`config.mk`:
```
export PLATFORM = sky130hd
export DESIGN_NAME = rcc_digit_fsm
export DESIGN_NICKNAME = d
export VERILOG_FILES = /design/src/rtl/rcc_pkg.sv /design/src/rtl/rcc_group_max.sv /design/src/rtl/rcc_digit_fsm.sv
export SDC_FILE = /design/constraint.sdc
export NUM_CORES = 1
export LEC_CHECK = 0
export ABC_CLOCK_PERIOD_IN_PS = 2800
export BUFFER_PORTS_ARGS = -buffer_cell sky130_fd_sc_hd__buf_2
export CAP_MARGIN = 20
export CORE_AREA = 4 4 127 153
export CTS_BUF_LIST = sky130_fd_sc_hd__clkbuf_16
export DETAILED_ROUTE_END_ITERATION = 10
export DIE_AREA = 0 0 131 157
export PLACE_DENSITY_LB_ADDON = 0.25
export SYNTH_ARGS = -nofsm -noshare
export SYNTH_HDL_FRONTEND = slang
export SYNTH_SLANG_ARGS = --single-unit
```
`constraint.sdc`:
```
create_clock -name rcc_clk -period 2.8 [get_ports rcc_clk]
set_input_delay 0.14 -clock rcc_clk [delete_from_list [all_inputs] [get_ports rcc_clk]]
set_output_delay 0.14 -clock rcc_clk [all_outputs]
set_load 0.02 [all_outputs]
```
`src/rtl/rcc_pkg.sv`:
```
// Shared state encoding, tone-bin indices and digit lookup for the DTMF
// result-character conversion stage.
package rcc_pkg;

    typedef enum logic [1:0] {
        ST_IDLE      = 2'd0,
        ST_ACCUM     = 2'd1,
        ST_EVAL      = 2'd2,
        ST_CHARACTER = 2'd3
    } rcc_state_e;

    // Bins 0-3 are the row tones, 4-7 the column tones.
    localparam logic [2:0] BIN_ROW_697  = 3'd0;
    localparam logic [2:0] BIN_ROW_770  = 3'd1;
    localparam logic [2:0] BIN_ROW_852  = 3'd2;
    localparam logic [2:0] BIN_ROW_941  = 3'd3;
    localparam logic [2:0] BIN_COL_1209 = 3'd4;
    localparam logic [2:0] BIN_COL_1336 = 3'd5;
    localparam logic [2:0] BIN_COL_1477 = 3'd6;
    localparam logic [2:0] BIN_COL_1633 = 3'd7;

    localparam logic [7:0] SEEN_ALL = 8'hFF;

    // Indexed by {row, column}.
    localparam logic [7:0] DIGIT_LUT [16] = '{
        8'h31, 8'h32, 8'h33, 8'h41,
        8'h34, 8'h35, 8'h36, 8'h42,
        8'h37, 8'h38, 8'h39, 8'h43,
        8'h2A, 8'h30, 8'h23, 8'h44
    };

    function automatic logic [7:0] rcc_digit_ascii(input logic [1:0] row, input logic [1:0] col);
        return DIGIT_LUT[{row, col}];
    endfunction

endpackage

```
`src/rtl/rcc_group_max.sv`:
```
// Tracks maximum, index of maximum and second-highest magnitude over one group of 4 bins.
// Latency: registered, result visible the cycle after the update strobe.
// Backpressure: none; caller filters repeated bins and qualifies with upd_i.
module rcc_group_max #(
    parameter int unsigned MAG_W = 16
) (
    input  logic             clk_i,
    input  logic             rst_n_i,
    input  logic             clr_i,
    input  logic             upd_i,
    input  logic [1:0]       idx_i,
    input  logic [MAG_W-1:0] mag_i,
    output logic [MAG_W-1:0] max_o,
    output logic [1:0]       max_idx_o,
    output logic [MAG_W-1:0] second_o
);

    logic             any_q,     any_d;
    logic [MAG_W-1:0] max_q,     max_d;
    logic [1:0]       max_idx_q, max_idx_d;
    logic [MAG_W-1:0] sec_q,     sec_d;

    always_comb begin
        any_d     = any_q;
        max_d     = max_q;
        max_idx_d = max_idx_q;
        sec_d     = sec_q;
        if (clr_i) begin
            any_d     = 1'b0;
            max_d     = '0;
            max_idx_d = '0;
            sec_d     = '0;
        end else if (upd_i) begin
            any_d = 1'b1;
            if (!any_q) begin
                max_d     = mag_i;
                max_idx_d = idx_i;
            end else if (mag_i > max_q) begin
                sec_d     = max_q;
                max_d     = mag_i;
                max_idx_d = idx_i;
            end else if (mag_i == max_q) begin
                // A tie leaves the max value intact but always fills second.
                sec_d = mag_i;
                if (idx_i < max_idx_q) begin
                    max_idx_d = idx_i;
                end
            end else if (mag_i > sec_q) begin
                sec_d = mag_i;
            end
        end
    end

    always_ff @(posedge clk_i or negedge rst_n_i) begin
        if (!rst_n_i) begin
            any_q     <= 1'b0;
            max_q     <= '0;
            max_idx_q <= '0;
            sec_q     <= '0;
        end else begin
            any_q     <= any_d;
            max_q     <= max_d;
            max_idx_q <= max_idx_d;
            sec_q     <= sec_d;
        end
    end

    assign max_o     = max_q;
    assign max_idx_o = max_idx_q;
    assign second_o  = sec_q;

endmodule

```
`src/rtl/rcc_digit_fsm.sv`:
```
// DTMF decision stage: picks dominant row/column tone per frame, validates, debounces, emits ASCII.
// Latency: char_load two cycles after the frame_end cycle (EVAL, then CHARACTER).
// Backpressure: none; frame_start/bin_valid outside their states are ignored. Optional RCC_TWIST_CHECK_EN.
module rcc_digit_fsm
    import rcc_pkg::*;
#(
    parameter int unsigned      MAG_W    = 16,
    parameter logic [MAG_W-1:0] THRESH   = 'h0400,
    parameter int unsigned      DEBOUNCE = 2
) (
    input  logic             rcc_clk,
    input  logic             rcc_rst_n,
    input  logic             frame_start,
    input  logic             bin_valid,
    input  logic [2:0]       bin_idx,
    input  logic [MAG_W-1:0] bin_mag,
    input  logic             frame_end,
    output logic [7:0]       char_out,
    output logic             char_load,
    output logic             busy
);

    localparam logic [2:0] DEB_C = 3'(DEBOUNCE);

    rcc_state_e state_q, state_d;

    logic [7:0] seen_q,     seen_d;
    logic [3:0] cand_q,     cand_d;
    logic       cand_vld_q, cand_vld_d;
    logic [2:0] cnt_q,      cnt_d;
    logic       emitted_q,  emitted_d;
    logic [7:0] char_out_q, char_out_d;

    logic       acc_clr;
    logic       acc_upd;
    logic       row_upd;
    logic       col_upd;
    logic [7:0] bin_onehot;
    logic       emit_due;

    logic [MAG_W-1:0] row_max, row_sec, col_max, col_sec;
    logic [1:0]       row_idx, col_idx;
    logic [3:0]       digit_code;
    logic             row_dom, col_dom, thresh_ok, twist_ok, frame_ok;

    assign bin_onehot = 8'b1 << bin_idx;
    assign row_upd    = acc_upd && (bin_idx <  BIN_COL_1209);
    assign col_upd    = acc_upd && (bin_idx >= BIN_COL_1209);

    rcc_group_max #(.MAG_W(MAG_W)) u_row_max (
        .clk_i     (rcc_clk),
        .rst_n_i   (rcc_rst_n),
        .clr_i     (acc_clr),
        .upd_i     (row_upd),
        .idx_i     (bin_idx[1:0]),
        .mag_i     (bin_mag),
        .max_o     (row_max),
        .max_idx_o (row_idx),
        .second_o  (row_sec)
    );

    rcc_group_max #(.MAG_W(MAG_W)) u_col_max (
        .clk_i     (rcc_clk),
        .rst_n_i   (rcc_rst_n),
        .clr_i     (acc_clr),
        .upd_i     (col_upd),
        .idx_i     (bin_idx[1:0]),
        .mag_i     (bin_mag),
        .max_o     (col_max),
        .max_idx_o (col_idx),
        .second_o  (col_sec)
    );

    // Dominance is max >= 2*second, widened by one bit so the doubling cannot wrap.
    assign row_dom    = {1'b0, row_max} >= {row_sec, 1'b0};
    assign col_dom    = {1'b0, col_max} >= {col_sec, 1'b0};
    assign thresh_ok  = (row_max >= THRESH) && (col_max >= THRESH);
    assign digit_code = {row_idx, col_idx};

`ifdef RCC_TWIST_CHECK_EN
    assign twist_ok = ({2'b00, row_max} <= {col_max, 2'b00}) &&
                      ({2'b00, col_max} <= {row_max, 2'b00});
`else
    assign twist_ok = 1'b1;
`endif

    assign frame_ok = (seen_q == SEEN_ALL) && thresh_ok && row_dom && col_dom && twist_ok;

    // Debounce bookkeeping only moves in EVAL, once per closed frame.
    always_comb begin
        cand_d     = cand_q;
        cand_vld_d = cand_vld_q;
        cnt_d      = cnt_q;
        emitted_d  = emitted_q;
        char_out_d = char_out_q;
        emit_due   = 1'b0;
        if (state_q == ST_EVAL) begin
            if (frame_ok) begin
                if (cand_vld_q && (cand_q == digit_code)) begin
                    if (cnt_q < DEB_C) begin
                        cnt_d = cnt_q + 3'd1;
                    end
                end else begin
                    cand_d     = digit_code;
                    cand_vld_d = 1'b1;
                    cnt_d      = 3'd1;
                    emitted_d  = 1'b0;
                end
                if ((cnt_d == DEB_C) && !emitted_d) begin
                    emit_due   = 1'b1;
                    emitted_d  = 1'b1;
                    char_out_d = rcc_digit_ascii(row_idx, col_idx);
                end
            end else begin
                cand_d     = '0;
                cand_vld_d = 1'b0;
                cnt_d      = '0;
                emitted_d  = 1'b0;
            end
        end
    end

    always_comb begin
        state_d   = state_q;
        acc_clr   = 1'b0;
        acc_upd   = 1'b0;
        seen_d    = seen_q;
        char_load = 1'b0;
        busy      = 1'b1;
        case (state_q)
            ST_IDLE: begin
                busy = 1'b0;
                if (frame_start) begin
                    acc_clr = 1'b1;
                    state_d = ST_ACCUM;
                end
            end
            ST_ACCUM: begin
                // A fresh frame_start outranks both bins and frame_end in the same cycle.
                if (frame_start) begin
                    acc_clr = 1'b1;
                end else begin
                    if (bin_valid) begin
                        acc_upd = !seen_q[bin_idx];
                        seen_d  = seen_q | bin_onehot;
                    end
                    if (frame_end) begin
                        state_d = ST_EVAL;
                    end
                end
            end
            ST_EVAL: begin
                state_d = emit_due ? ST_CHARACTER : ST_IDLE;
            end
            ST_CHARACTER: begin
                char_load = 1'b1;
                state_d   = ST_IDLE;
            end
            default: begin
                state_d = ST_IDLE;
            end
        endcase
        if (acc_clr) begin
            seen_d = '0;
        end
    end

    always_ff @(posedge rcc_clk or negedge rcc_rst_n) begin
        if (!rcc_rst_n) begin
            state_q    <= ST_IDLE;
            seen_q     <= '0;
            cand_q     <= '0;
            cand_vld_q <= 1'b0;
            cnt_q      <= '0;
            emitted_q  <= 1'b0;
            char_out_q <= '0;
        end else begin
            state_q    <= state_d;
            seen_q     <= seen_d;
            cand_q     <= cand_d;
            cand_vld_q <= cand_vld_d;
            cnt_q      <= cnt_d;
            emitted_q  <= emitted_d;
            char_out_q <= char_out_d;
        end
    end

    assign char_out = char_out_q;

endmodule
```
Word-level counts from Yosys, hierarchy flattened
Memory sizes are Yosys's and may differ from the RTL's. A register that Yosys moved wholly into a read port is not among the register bits. Index checks and enable logic that the tools add are counted.

Multiply operators: 0. Bitwise gates (word level): 2. Order comparisons: 14. Add/subtract/negate cells: 1. Div/mod/pow operators: 0. Shift operators: 1. Multiplexer cells: 71. Equality and inequality tests: 19. Reductions and logical operators: 31.

Operator list (count): 2-to-1 mux 16 bit (20); greater-than comparator 16 bit (4); >= comparator 16 x 17 -> 1 bit (2); == test 16 bit (2); >= comparator 16 x 11 -> 1 bit (second input constant) (2); 2-to-1 mux 2 bit (16); 2-to-1 mux 8 bit (4); 2-to-1 mux 1 bit (22); AND reduction 3 bit (7); inequality test 4 bit (second input constant) (4); 2-to-1 mux 3 bit (5); nonzero test 2 bit (6); == test 8 bit (second input constant) (1); logical AND 1 bit (8); 2-to-1 mux 4 bit (2); inequality test 2 bit (second input constant) (4); OR 8 bit (1); case mux 2 bit (4 select lines) (1); nonzero test 4 bit (2); << shifter 1 x 3 -> 8 bit (first input constant) (1); inequality test 3 bit (second input constant) (2); AND reduction 2 bit (3); NOT 4 -> 5 bit (1); == test 2 bit (second input constant) (2); other kinds (14) (17).

Input bits: 24. RAM bits: 0. Memories: 1. Memory bits (read-only): 128. Flip-flop bits (word level): 89. Word-level logic and storage cells: 154. Bits in latches: 0.

Memory list: (no name shown) (depth 16, width 8, rd ports 1, clocked after memory_dff 1, wr ports 0, line rcc_pkg.sv:33) `return DIGIT_LUT[{row, col}];`.

Logic depth before layout (Yosys ltp)
Gate-level depths: netlist (run 1).

Word-level depth: 14. Mapped depth: 11. Depth with buffers taken out: 9.

By module
From an unflattened synthesis (run 1), not the netlist that was laid out.

Cell total of the unflattened synthesis: 777. Area total of the unflattened synthesis: 7571.0 µm².

Modules (own cells, without submodules): rcc_group_max (sequential area each 875.8 µm², cells an instance 258, area an instance 2655.0 µm², times used 2); rcc_digit_fsm (sequential area each 650.6 µm², cells an instance 261, area an instance 2260.9 µm², times used 1).

Worst setup path after synthesis (run 1)
OpenSTA, ideal clock, no wires.

Path kind: register to register. Start point: reg u_col_max.max_q[15] (netlist: u_col_max.max_o[15]). End point: reg u_col_max.sec_q[0] (netlist: u_col_max.second_o[0]). Arrival time: 2251 ps. Buffers on the path: 0. Clock period less this slack: 2375 ps. Setup slack: 425 ps. Stages on the path, launching flop included: 10. Path through: dfrtp_1 inv_1 ha_1 nand4_1 or3_1 o221ai_1 or2_0 nor3_1 a21oi_4 mux2_2.

Cells in the longest elaborated chain, start to end: 6. Elaborated cells on any way between the ends: 9. Those cells by class: 1 x order compare; 1 x eq/ne; 5 x mux; 2 x reduce/logical.

RTL lines: start: declaration (line rcc_group_max.sv:19) `logic [MAG_W-1:0] max_q, max_d;`; start signal: assignment (line rcc_group_max.sv:62) `max_q <= max_d;`; branches (longest 6 deep; another with greater-than comparator 16 bit); end signal: assignment (line rcc_group_max.sv:59) `sec_q <= '0;`; end signal: assignment (line rcc_group_max.sv:64) `sec_q <= sec_d;`; end: declaration (line rcc_group_max.sv:21) `logic [MAG_W-1:0] sec_q, sec_d;`.

Parallel ways; which one is timed is not known. The select of a mux whose other input is x is not followed. A chain may end at the register's enable or synchronous reset.

Worst setup path in the final report (run 1)
Ends and elaborated chain as after synthesis.

==> results of run 1 <==
[area by class of cell]
type                            count  area (µm²)  share of cell area (%)
Clock buffer                        9         225                    2.87
Sequential cell                    96        2400                    30.6
Inverter                           72         270                    3.44
Clock inverter                      5        50.0                   0.637
Tap cell                          224         280                    3.57
Timing Repair Buffer               61         433                    5.51
Multi-Input combinational cell    573        4200                    53.4
[Yosys cell counts (all sizes together) (4+ instances only)]
cell,n
a211oi,8
a21o,4
a21oi,44
a31oi,35
buf,20
clkbuf,14
dfrtp,96
ha,102
inv,72
mux2,7
mux2i,37
nand2,93
nand3,16
nand4,17
nor2,65
nor2b,11
nor3,14
nor4,4
o211ai,4
o21a,8
o21ai,33
o31a,4
o31ai,20
[report_power, final]
part	switching (W)	internal (W)	total (W)
Combinational	0.000682	0.000464	0.00115
Clock	0.000537	0.000675	0.00121
Sequential	0.0000792	0.00151	0.00158
Total	0.00130	0.00264	0.00394
[worst reg2reg max path, cell delays in order, from the launching register on]
cell                      delay (ns)
sky130_fd_sc_hd__dfrtp_1        0.42
sky130_fd_sc_hd__inv_1          0.07
sky130_fd_sc_hd__ha_1           0.30
sky130_fd_sc_hd__nand4_1        0.11
sky130_fd_sc_hd__or3_1          0.44
sky130_fd_sc_hd__nor3_2         0.26
sky130_fd_sc_hd__o21ba_1        0.23
sky130_fd_sc_hd__buf_4          0.20
sky130_fd_sc_hd__nand3_1        0.09
sky130_fd_sc_hd__o21ai_0        0.10
sky130_fd_sc_hd__mux2_2         0.27
[cell families after synthesis]
logic type	Yosys count	synth area share (%)
compound gates	179	17.4
simple gates	241	16.3
other cells	1	0.0532
buf+inv	106	6.55
flops	96	34.1
fa+ha+maj	102	18.1
xor+xnor	4	0.497
mux	46	7.01
[stage by stage]
stage	hold slack, ns	setup WS [ns]	instance area, µm²
4_1_cts	0.0714	0.187	7860
6_report	0.0752	0.191	7860
5_1_grt	0.0973	0.000727	7860
2_1_floorplan	-0.156	0.425	7050
3_3_place_gp	0.247	0.241	7570
3_5_place_dp	0.246	0.200	7570
[final timing paths]
kind	start	endpoint	slack (ns)
setup / recovery	u_col_max.max_o[15]	u_col_max.second_o[0]	0.19
min in group asynchronous	rcc_rst_n	u_col_max.second_o[1]	0.39
setup reg to reg	u_col_max.max_o[15]	u_col_max.second_o[0]	0.19
hold / removal	bin_mag[0]	u_col_max.max_o[0]	0.08
hold reg to reg	char_out[4]	char_out[4]	0.48
max in group asynchronous	rcc_rst_n	u_row_max.second_o[11]	1.59
[sequential cells by signal (all words and copies together) (netlist names), 2 cells and up]
signal,flops
u_col_max.max_o,16
u_col_max.second_o,16
u_row_max.max_o,16
u_row_max.second_o,16
seen_q,8
char_out,7
cand_q,4
cnt_q,3
state_q,2
u_col_max.max_idx_o,2
u_row_max.max_idx_o,2
[layer usage]
layer / vias to the layer above / track usage [%] / wire length (µm) / share of wire [%]
met4: 0 / 5.63 / 253 / 1.4
li1: 2846 / - / - / -
met1: 2679 / 23.5 / 8220 / 47
met3: 15 / 2.10 / 489 / 2.8
met2: 83 / 30.6 / 8570 / 49
met5: - / 0 / 0 / 0
==> out/metrics.cfg, run 1 <==
[outcome]
outcome = finished, final reports clean

[route]
routedWlPerCell_um = 16.9
drt_iter0_drc = 309
routed_wirelength_um = 17500
route.vias.total = 5623
dr_pass1_iterations = 4
number_of_nets_with_antenna_violations_after_detailed_routing = 0
drt_drc_violations_left = 0
route.detailed.vias_per_inst = 5.41

[pwr]
powerDensity_nw_per_um2 = 502
power.total_w = 0.00394
power.static_leakage_nw = 3.56
ir_worst_vdd_uv = 281

[cts]
clkLatencyLatePin_ns = 0.36
numCtsBuffers = 9
clock_tree.buffer_depth = 2
cts_resized = 0
clock-root-buffer = sky130_fd_sc_hd__clkbuf_16
cts_hold_repair.buffers = 1
clock-sinks = 96
htreeDepth = 3
clock_tree_from_tritoncts = built
path_clk_slew_ns = 0.07
postCtsSetupBuffers = 0

[synthesis]
synth_cell_type_count = 61
post-synth-top-area-fraction_pct = 34.1
synthesis.yosys.warnings = 0
synth-async-reset-ratio_pct = 100
synth-seq-cells = 96
synthesis.nets = 901
ys_top_cells_by_area = sky130_fd_sc_hd__dfrtp_1, sky130_fd_sc_hd__ha_1, sky130_fd_sc_hd__mux2i_1, sky130_fd_sc_hd__nand2_1, sky130_fd_sc_hd__inv_1
synth.yosys.seq_area_share_pct = 34.1
avgSynthCellArea_um2 = 9.10
dominantRegCellSynth = sky130_fd_sc_hd__dfrtp_1
netlist.top_cell.by_area = sky130_fd_sc_hd__dfrtp_1
synth.cell_area_um2 = 7050
synthCells = 775
number_of_synthesized_flops_with_an_enable_pin = 0

[cells_and_area]
share_of_layout_cells_above_drive_strength_1_pct = 12.9
final_util_pct = 43.6
layout.nets = 939
mostFrequentLayoutCell = sky130_fd_sc_hd__ha_1
post_layout_nonfiller_instances = 1040
mostFrequentLayoutCells = sky130_fd_sc_hd__ha_1, sky130_fd_sc_hd__dfrtp_1, sky130_fd_sc_hd__nand2_1, sky130_fd_sc_hd__inv_1, sky130_fd_sc_hd__nor2_1
insertedDiodeCount = 0
count_of_fill_cells_added_during_filler_insertion = 1784
synthToLayoutAreaGrowth_pct = 11.4

[sta]
rsz0062_at_grt = no
timing.clock.skew_ns = 0.0105
final_max_slew_viols = 0
period_share_pct = 93.2
finalSetupViolCount = 0
timing_worst_slew_pin_value_ns = 0.876
hold_viol = 0
timing.setup.tns_ns = 0
min_period_ns = 2.61
max_slew_margin_pct = 41.6
fmaxAchievable_mhz = 383

[worst_hold_path]
timing.hold.worst_path_depth = 3
holdCritPathClass = in -> reg

[worst_setup_path]
setup.worst_path.end_class = flop
data_arrival_at_the_endpoint_of_the_critical_path_ns = 2.85
critical_path.top_delay_family = simple AND/OR/NAND/NOR gates
startpoint_type = flop
cp_data_required_time_ns = 3.04
critPathMaxFanout = 16
timing.reg2reg.worst_path_depth = 10
cp_cell_sequence = inv_1 > ha_1 > nand4_1 > or3_1 > nor3_2 > o21ba_1 > buf_4 > nand3_1 > o21ai_0 > mux2_2
timing_worst_setup_path_type = reg -> reg
slowest_stage = sky130_fd_sc_hd__or3_1
number_of_buffers_and_inverters_on_the_critical_path = 2
path_length_in_cells_of_the_critical_path = 10
cpPeakStageDelay_ns = 0.44

[grt]
antenna_violations_before_repair = 0
global_route_wire_length_before_repair_um = 28900
grt_overflow = 0
grt_start_max_net_pins = 54
first_global_vias = 5607
all_layer_gr_usage_pct = 17.9

[place]
dpl.hpwl_um = 13300
port_buffers = 32
placed_cells_incl_taps = 1025
routabilityCongestion = 0.815

[run]
maxCapViolations = 0

[floorplan]
die_area_um2 = 20600
std_cell_rows = 54
initial_core_utilization_pct = 39.1
die_height_um = 157
num_io_pins = 34
design.core.area_um2 = 18000
dieWidth_um = 131

Power figures use the tool's default switching activity.
==> run 2, diff against run 1 <==
CORE_AREA = 2 2 125 151   (was 4 4 127 153)
DIE_AREA = 0 0 127 153   (was 0 0 131 157)
==> run 2 against run 1 <==
Sequential share of layout area decreased by 0.19 points; combinational power barely moved; critical path depth is the same; design area grew 0.64%; die area fell by 5.5%; clock skew increased by 0.0016 ns; critical path type unchanged; critical endpoint is now char_out[3].
==> out/metrics.cfg, run 2 (synthesis gave the netlist of run 1 again) <==
[cts]
clock_tree.buffer_depth = 2  ; unchanged
postCtsSetupBuffers = 0  ; unchanged
cts_resized = 0  ; unchanged
clock-sinks = 96  ; unchanged
path_clk_slew_ns = 0.07  ; about the same
clock-root-buffer = sky130_fd_sc_hd__clkbuf_16  ; unchanged
htreeDepth = 3  ; unchanged
numCtsBuffers = 9  ; unchanged
clock_tree_from_tritoncts = built  ; unchanged
clkLatencyLatePin_ns = 0.36  ; about the same

[grt]
grt_overflow = 0  ; unchanged
first_global_vias = 5564  ; was 5607
all_layer_gr_usage_pct = 19.0  ; was 17.9%
global_route_wire_length_before_repair_um = 29400  ; was 28900 µm
grt_start_max_net_pins = 38  ; was 54
antenna_violations_before_repair = 0  ; unchanged

[route]
routedWlPerCell_um = 16.8  ; was 16.9 µm
route.vias.total = 5564  ; was 5623
number_of_nets_with_antenna_violations_after_detailed_routing = 0  ; unchanged
drt_iter0_drc = 341  ; was 309
route.detailed.vias_per_inst = 5.36  ; was 5.41
dr_pass1_iterations = 4  ; unchanged
routed_wirelength_um = 17500  ; about the same
drt_drc_violations_left = 0  ; unchanged

[cells_and_area]
count_of_fill_cells_added_during_filler_insertion = 1767  ; was 1784
insertedDiodeCount = 0  ; unchanged
share_of_layout_cells_above_drive_strength_1_pct = 12.6  ; was 12.9%
layout.nets = 936  ; was 939
multi_input_area_um2 = 4200  ; unchanged
final_area_um2 = 7910  ; was 7860 µm²
ff_latch_area_um2 = 2400  ; unchanged
synthToLayoutAreaGrowth_pct = 12.2  ; was 11.4%
mostFrequentLayoutCells = sky130_fd_sc_hd__ha_1, sky130_fd_sc_hd__dfrtp_1, sky130_fd_sc_hd__nand2_1, sky130_fd_sc_hd__inv_1, sky130_fd_sc_hd__nor2_1  ; unchanged
final_util_pct = 44.0  ; was 43.6%
mostFrequentLayoutCell = sky130_fd_sc_hd__ha_1  ; unchanged

[pwr]
power.total_w = 0.00416  ; was 0.00394 W
power_switching_share_pct = 31.8  ; was 32.9%
power.static_leakage_nw = 3.58  ; was 3.56 nW
sequentialPowerShare_pct = 38.1  ; was 40.2%
power_switching_w = 0.00133  ; was 0.00130 W
powerDensity_nw_per_um2 = 526  ; was 502 nW/µm²
cell_internal_pwr_w = 0.00284  ; was 0.00264 W
pwr-share-clk_pct = 34.1  ; was 30.7%
ir_worst_vdd_uv = 280  ; was 281 µV
share_comb_of_total_power_pct = 27.8  ; was 29.1%

[floorplan]
dieWidth_um = 127  ; was 131 µm
design.core.area_um2 = 18000  ; about the same
initial_core_utilization_pct = 39.2  ; was 39.1%
num_io_pins = 34  ; unchanged
die_area_um2 = 19400  ; was 20600 µm²
die_height_um = 153  ; was 157 µm
std_cell_rows = 54  ; unchanged

[worst_setup_path]
cp_cell_sequence = ha_1 > nand4b_1 > nor3_1 > o21ai_0 > buf_4 > o221ai_1 > buf_4 > nand3_1 > buf_4 > mux2_1  ; was inv_1 > ha_1 > nand4_1 > or3_1 > nor3_2 > o21ba_1 > buf_4 > nand3_1 > o21ai_0 > mux2_2
cp_common_cell = sky130_fd_sc_hd__buf_4
cpPeakStageDelay_ns = 0.44  ; about the same
cp_data_required_time_ns = 3.04  ; about the same
slowest_stage = sky130_fd_sc_hd__dfrtp_1  ; was sky130_fd_sc_hd__or3_1
critPathMaxFanout = 7  ; was 16
startpoint_type = flop  ; unchanged
setup.worst_path.end_class = flop  ; unchanged
data_arrival_at_the_endpoint_of_the_critical_path_ns = 2.87  ; was 2.85 ns
timing_worst_setup_path_type = reg -> reg  ; unchanged

[sta]
min_period_ns = 2.63  ; was 2.61 ns
max_slew_margin_pct = 57.3  ; was 41.6%
fmaxAchievable_mhz = 380  ; was 383 MHz
hold_viol = 0  ; unchanged
period_share_pct = 93.9  ; was 93.2%
timing_worst_slew_pin_value_ns = 0.641  ; was 0.876 ns
rsz0062_at_grt = no  ; unchanged
finalSetupViolCount = 0  ; unchanged
final_max_slew_viols = 0  ; unchanged
final_critical_path_setup_slack_ns = 0.170  ; was 0.191 ns
timing.clock.skew_ns = 0.0120  ; was 0.0105 ns
timing.setup.tns_ns = 0  ; unchanged

[place]
detailed_place.area_um2 = 7560  ; was 7570 µm²
dpl.hpwl_um = 13400  ; was 13300 µm
port_buffers = 32  ; unchanged
routabilityCongestion = 0.831  ; was 0.815
pre_cts_slack_ns = 0.201  ; was 0.200 ns

[outcome]
outcome = finished, final reports clean  ; unchanged

[worst_hold_path]
holdCritPathClass = in -> reg  ; unchanged

[run]
maxCapViolations = 0  ; unchanged

## run 2: cell types whose count changed in the layout (fill, tap and decap cells not counted), sizes merged
cell and change:
clkinv +1, buf -3, bufinv +2, clkinvlp -1
## run 2: what timing repair did
| action | CTS | global route |
|---|---|---|
| endpoints found under the hold margin | 34 | 0 |
| hold buffers | 1 | 0 |
| setup endpoints to repair | 0 | 1 |
## run 2: per-layer routing
layer / vias to the layer above / routed length, µm / part of all wire (%) / GRT usage, %
met1: 2617 / 8280 / 47 / 26.0
li1: 2845 / - / - / -
met2: 80 / 8280 / 47 / 31.0
met4: 0 / 391 / 2.2 / 6.96
met3: 22 / 555 / 3.2 / 2.14
met5: - / 0 / 0 / 0
## run 2: final cells by class
type / instances / area share [%]
clock inverter: 7 / 1.39
clock buffer: 9 / 2.85
multi-input combinational: 573 / 53.1
timing repair buffer: 58 / 5.35
tap: 224 / 3.54
sequential: 96 / 30.4
inverter: 72 / 3.42
## run 2: path summary, 6_finish.rpt
| path | startpoint | to | slack (ns) | depth (start not counted) |
|---|---|---|---|---|
| min in group asynchronous | rcc_rst_n | u_col_max.second_o[2] | 0.30 | 2 |
| min | bin_mag[0] | u_col_max.max_o[0] | 0.06 | 3 |
| max in group asynchronous | rcc_rst_n | u_row_max.max_o[15] | 1.78 | 3 |
| min reg2reg | char_out[5] | char_out[5] | 0.49 | 2 |
| max reg2reg | u_col_max.max_o[14] | char_out[3] | 0.17 | 10 |
| max | u_col_max.max_o[14] | char_out[3] | 0.17 | 10 |
## run 2: per-stage QoR
stage	hold WS (ns)	instances
after global placement	0.147	1022
after global routing	0.0896	1039
after CTS	0.0579	1039
final	0.0614	1039
after floorplan	-0.156	775
after detailed placement	0.158	1022
## run 2: power by group through the flow
stage          Clock, W  Sequential [W]  Combinational, W
2_1_floorplan         0         0.00159          0.000794
3_3_place_gp          0         0.00161           0.00114
3_5_place_dp          0         0.00161           0.00115
4_1_cts         0.00145         0.00158           0.00116
5_1_grt         0.00151         0.00160           0.00132
6_report        0.00142         0.00159           0.00116
## run 2: critical path, delay by kind of cell (launching register included)
family                     cells  cell delay, ns
and+or+nand+nor                3            0.65
muxes                          1            0.31
DFF                            1            0.44
adders and majority gates      1            0.33
AOI/OAI and AO/OA              2            0.24
buffers and inverters          3            0.54
